<file path="src/rtl/ifid_pkg.sv">
// ifid_pkg: shared defaults and types for the IF/ID pipeline stage.
package ifid_pkg;

  localparam int          IFID_PC_W    = 32;
  localparam int          IFID_INSTR_W = 32;
  localparam int          IFID_CNT_W   = 16;
  localparam logic [31:0] IFID_NOP     = 32'h0000_0000;

  // One fetched word as carried through the stage (default widths).
  typedef struct packed {
    logic [IFID_PC_W-1:0]    pc;
    logic [IFID_INSTR_W-1:0] instr;
  } ifid_word_t;

endpackage

</file>
<file path="src/rtl/ifid_skid_reg.sv">
// ifid_skid_reg: one-entry holding register with valid bit.
// Flush has priority over load; drain empties the entry when the main
// register takes the held word.
module ifid_skid_reg #(
  parameter int W = 64
) (
  input  logic         clk,
  input  logic         rst_n,
  input  logic         flush,
  input  logic         load,
  input  logic         drain,
  input  logic [W-1:0] data_in,
  output logic         valid,
  output logic [W-1:0] data_out
);

  // Entry occupancy: flush wins, then capture, then release to main.
  always_ff @(posedge clk or negedge rst_n) begin
    if (!rst_n) begin
      valid <= 1'b0;
    end else if (flush) begin
      valid <= 1'b0;
    end else if (load) begin
      valid <= 1'b1;
    end else if (drain) begin
      valid <= 1'b0;
    end
  end

  // Payload only needs to be captured; it is ignored while valid=0.
  always_ff @(posedge clk or negedge rst_n) begin
    if (!rst_n) begin
      data_out <= '0;
    end else if (load && !flush) begin
      data_out <= data_in;
    end
  end

endmodule

</file>
<file path="src/rtl/ifid_pipe_stage.sv">
// ifid_pipe_stage: IF/ID pipeline stage with valid/ready handshake,
// synchronous flush with NOP injection and a saturating stall counter.
// Optional build macro IFID_SKID_EN: adds a one-entry skid buffer so that
// inReady is a flop output with no combinational path from outReady.
module ifid_pipe_stage
  import ifid_pkg::*;
#(
  parameter int                 PC_W      = IFID_PC_W,
  parameter int                 INSTR_W   = IFID_INSTR_W,
  parameter logic [INSTR_W-1:0] NOP_VALUE = INSTR_W'(IFID_NOP),
  parameter int                 CNT_W     = IFID_CNT_W
) (
  input  logic               clock,
  input  logic               resetN,
  input  logic               flush,
  input  logic               inValid,
  output logic               inReady,
  input  logic [PC_W-1:0]    nextPcInput,
  input  logic [INSTR_W-1:0] instructionInput,
  output logic               outValid,
  input  logic               outReady,
  output logic [PC_W-1:0]    nextPcOutput,
  output logic [INSTR_W-1:0] instructionOutput,
  output logic [CNT_W-1:0]   stallCount
);

  logic               can_load;
  logic               accept_in;
  logic               load_valid;
  logic [PC_W-1:0]    load_pc;
  logic [INSTR_W-1:0] load_instr;

  // Main register may take a new word when empty or when its word leaves.
  always_comb begin
    can_load  = !outValid || outReady;
    accept_in = inValid && inReady;
  end

`ifdef IFID_SKID_EN
  logic                      skid_valid;
  logic [PC_W+INSTR_W-1:0]   skid_data;

  // A word accepted while main is stalled parks in the skid; the skid is
  // only full while main is full, so it always drains ahead of new input.
  ifid_skid_reg #(
    .W (PC_W + INSTR_W)
  ) u_skid (
    .clk      (clock),
    .rst_n    (resetN),
    .flush    (flush),
    .load     (accept_in && !can_load),
    .drain    (can_load),
    .data_in  ({nextPcInput, instructionInput}),
    .valid    (skid_valid),
    .data_out (skid_data)
  );

  assign inReady = !skid_valid;

  // Main register source: skid contents first, otherwise the input port.
  always_comb begin
    load_valid = skid_valid || accept_in;
    load_pc    = nextPcInput;
    load_instr = instructionInput;
    if (skid_valid) begin
      load_pc    = skid_data[PC_W+INSTR_W-1:INSTR_W];
      load_instr = skid_data[INSTR_W-1:0];
    end
  end
`else
  assign inReady = can_load;

  // Main register source: the input port only.
  always_comb begin
    load_valid = accept_in;
    load_pc    = nextPcInput;
    load_instr = instructionInput;
  end
`endif

  // Main register: flush squashes, otherwise load/hold per handshake.
  always_ff @(posedge clock or negedge resetN) begin
    if (!resetN) begin
      outValid          <= 1'b0;
      nextPcOutput      <= '0;
      instructionOutput <= NOP_VALUE;
    end else if (flush) begin
      outValid          <= 1'b0;
      instructionOutput <= NOP_VALUE;
    end else if (can_load) begin
      outValid <= load_valid;
      if (load_valid) begin
        nextPcOutput      <= load_pc;
        instructionOutput <= load_instr;
      end else begin
        instructionOutput <= NOP_VALUE;
      end
    end
  end

  // Saturating count of cycles where decode holds off a valid word.
  always_ff @(posedge clock or negedge resetN) begin
    if (!resetN) begin
      stallCount <= '0;
    end else if (outValid && !outReady && (stallCount != '1)) begin
      stallCount <= stallCount + CNT_W'(1);
    end
  end

endmodule

</file>
<file path="config.mk">
export PLATFORM = sky130hd
export DESIGN_NAME = ifid_pipe_stage
export DESIGN_NICKNAME = d
export VERILOG_FILES = /design/src/rtl/ifid_pkg.sv /design/src/rtl/ifid_skid_reg.sv /design/src/rtl/ifid_pipe_stage.sv
export SDC_FILE = /design/constraint.sdc
export NUM_CORES = 1
export LEC_CHECK = 0
export ABC_AREA = 1
export BUFFER_PORTS_ARGS = -buffer_cell sky130_fd_sc_hd__buf_2
export CAP_MARGIN = 20
export CELL_PAD_IN_SITES_DETAIL_PLACEMENT = 2
export CELL_PAD_IN_SITES_GLOBAL_PLACEMENT = 2
export CORE_UTILIZATION = 27
export CTS_BUF_LIST = sky130_fd_sc_hd__clkbuf_4
export CTS_CLUSTER_DIAMETER = 100
export CTS_CLUSTER_SIZE = 12
export DETAILED_ROUTE_END_ITERATION = 8
export GPL_ROUTABILITY_DRIVEN = 0
export HOLD_SLACK_MARGIN = 0.06
export PLACE_DENSITY = 0.8
export SYNTH_ARGS = -nofsm -noshare
export SYNTH_HDL_FRONTEND = slang
export SYNTH_SLANG_ARGS = --single-unit
</file>
<file path="constraint.sdc">
create_clock -name clock -period 2 [get_ports clock]
set_clock_uncertainty 0.05 [all_clocks]
set_input_delay 0.4 -clock clock [delete_from_list [all_inputs] [get_ports clock]]
set_output_delay 0.4 -clock clock [all_outputs]
set_load 0.01 [all_outputs]
</file>
==> key figures <==
Outcome
  • Status: finished, final reports clean

CTS
  • Max clock buf depth: 2
  • Clock transition at the registers of the reported paths: 0.13 ns
  • Cts bufs inserted: 9
  • Post-CTS Setup Inserts: 0
  • Clock root buffer: clkbuf_4
  • Clock latency on the worst-skew pair: 0.44 ns
  • CTS tree: built
  • H-tree levels: 3
  • Clock sink total: 81

Global routing
  • GRT Total Usage: 17.37%
  • First-pass GRT wire length: 18,730 um
  • Antenna violations before repair: 1
  • Vias in the first global route: 3,763
  • Overflow after GRT: 0
  • Largest net degree at the start of global routing: 40

Setup path
  • Worst path max stage delay: 0.42 ns
  • Reg-to-reg endpoint: stallCount[3]
  • Critical path, cell by cell: inv_1 > nor2_4 > inv_4 > buf_2
  • Worst EP arrival: 1.24 ns
  • Type of origin of the critical path: register
  • FF-to-FF path depth: 9
  • Crit end category: output pin
  • Reg2Reg Setup Slack: 0.33 ns
  • Worst setup path class: reg -> out
  • Crit-path slowest cell: dfrtp_1
  • Worst Path Required: 1.55 ns
  • Crit Path Max Fanout: 5
  • Crit Reg-Reg Startpoint: stallCount[0]

Placed design
  • Post-detail-place hpwl: 8780 um
  • Input/output buffers: 150

Power and ir drop
  • Clk pwr share: 23.9%
  • VDD IR-drop max: 486.0 uV
  • Combinational group share of total power: 21.3%
  • Reg power frac: 54.9%
  • Leak pwr: 2.627 nW
  • Internal power: 2.379 mW
  • Switch Pwr: 1.188 mW
  • Sw Share: 33.31%
  • PD cells: 758.2 mW/mm2

Timing
  • Fmax: 591.8 MHz
  • Count of pins over their slew limit: 0
  • RSZ-0062 raised after global routing: false
  • Final period utilization: 84.49%
  • Hold slack: 0.1226 ns
  • Minimum clock period after layout: 1.690 ns
  • Slew HR: 72.43%
  • Final Setup Violations: 0
  • Setup TNS: 0 ns
  • Final Hold Viols: 0
  • Measured slew at the worst slew-check pin: 0.4136 ns

Run
  • Max Cap Viol: 0

Synthesis
  • Register area share after synthesis: 56.04%
  • Synthesized area: 0.003617 mm2
  • Synth warnings: 0
  • Netlist cell types: 23
  • FF+latch count, synth: 81
  • Net Count, Synth: 492
  • Syn Inst Count: 422
  • Syn Area/Cell: 8.572 um2

Min path
  • Hold Path End: nextPcOutput[5]
  • Hold WC Path Type: in -> reg
  • Hold Crit Depth: 3
  • Hold path start: nextPcInput[5]

Routing
  • Vias: 3,394
  • Wirelength per Cell: 15.06 um
  • First DRT Iteration DRCs: 57
  • Via density: 4.501
  • # DRC: 0
  • TritonRoute pass-1 iters: 4
  • Antenna Nets Post-Route: 0
  • Overall routed net length: 11,360 um

Layout
  • Most common cell after layout, fill and taps aside: buf_2
  • Most frequent cells in the layout: 149 x buf_2, 90 x nand2_1, 81 x dfrtp_1, 80 x inv_1, 41 x nand3_1
  • Area Growth Syn to Fin: 30.09%
  • Share of cells above drive strength 1: 32.19%
  • Nets: 646

Die
  • Number of core rows: 41
  • Initial core utilization: 28.20%
  • Die Ht: 117.7 um
  • Die ar.: 0.01386 mm2
  • Core Box Area: 0.01282 mm2
  • Die Span X: 117.7 um
  • I/O pin total: 151
## cells in the mapped netlist (all sizes together)
cell type | number | area [um2]
buf | 15 | 108.9
clkbuf | 3 | 11.26
dfrtp | 81 | 2027
ha | 1 | 12.51
inv | 83 | 314.1
nand2 | 93 | 366.6
nand3 | 42 | 222.7
nand4 | 6 | 37.54
nor2 | 19 | 83.83
o21ai | 73 | 380.4
xnor2 | 4 | 35.03
xor2 | 2 | 17.52
## power by group through the flow
stage	registers, mW	clock network, mW	logic [mW]
final	1.96	0.851	0.760
after global routing	1.99	0.966	0.854
after detailed placement	1.99	0	0.776
after floorplan	2.05	0	0.300
after global placement	1.98	0	0.739
after CTS	1.96	0.911	0.780
## flip-flops by register name, indices dropped and copies added, names as in the netlist
name	flops
nextPcOutput	32
stallCount	16
instructionOutput	32
outValid	1
## area by class of cell
type | count | area [um2]
Antenna cell | 1 | 2.502
Clock buffer | 9 | 67.56
Clock inverter | 7 | 45.04
Fill cell | 1522 | 8119
Inverter | 83 | 314.1
Multi-Input combinational cell | 240 | 1156
Sequential cell | 81 | 2027
Tap cell | 172 | 215.2
Timing Repair Buffer | 161 | 878.3
## critical path: cells and delay by family (launching register included)
family | cells | cell delay [ns]
buffers and inverters | 3 | 0.33
flip-flops | 1 | 0.42
AND/OR/NAND/NOR | 1 | 0.05
## repair_timing
item / 4_1_cts / 5_1_grt
hold endpoints to repair: 21 / 0
hold buffers: 2 / 0
gates resized for setup: 0 / 0
## cells by family after synthesis
kind of cell / Yosys count / share of synthesized area, %
flip-flops: 81 / 56.04
XOR/XNOR: 6 / 1.453
AO/OA/AOI/OAI: 73 / 10.52
adder cells (fa/ha/maj): 1 / 0.3458
buffers and inverters: 101 / 12.00
AND/OR/NAND/NOR: 160 / 19.65
## worst max-delay path by stage
| stage | startpoint | endpoint | slack [ns] | cells past startpoint |
|---|---|---|---|---|
| 6_report | outValid | inReady | 0.31 | 4 |
| 5_1_grt | stallCount[0] | stallCount[13] | 0.17 | 9 |
| 2_1_floorplan | stallCount[0] | stallCount[7] | 0.48 | 9 |
| 3_3_place_gp | outReady | stallCount[2] | 0.43 | 6 |
| 4_1_cts | outValid | inReady | 0.24 | 4 |
| 3_5_place_dp | stallCount[0] | stallCount[3] | 0.34 | 9 |
## metal layers
layer,routed length (um),global-route usage [%],part of all wire [%],up-vias
li1,-,-,-,1622
met1,4617,19.27,41,1665
met2,5684,30.07,50,98
met3,942,7.655,8.3,9
met4,110,4.567,0.97,0
met5,0,0,0,-
## stage by stage
step / instances / setup WS, ns / total power, mW / utilization [%] / instance area (um2)
detailed placement: 735 / 0.3418 / 2.767 / 35.64 / 4571
finish: 754 / 0.3102 / 3.568 / 36.69 / 4706
global route: 753 / 0.1662 / 3.807 / 36.67 / 4703
CTS: 753 / 0.2399 / 3.653 / 36.67 / 4703
global placement: 735 / 0.4305 / 2.721 / 35.64 / 4571
floorplan: 422 / 0.4786 / 2.354 / - / 3617
Power figures use the tool's default switching activity.
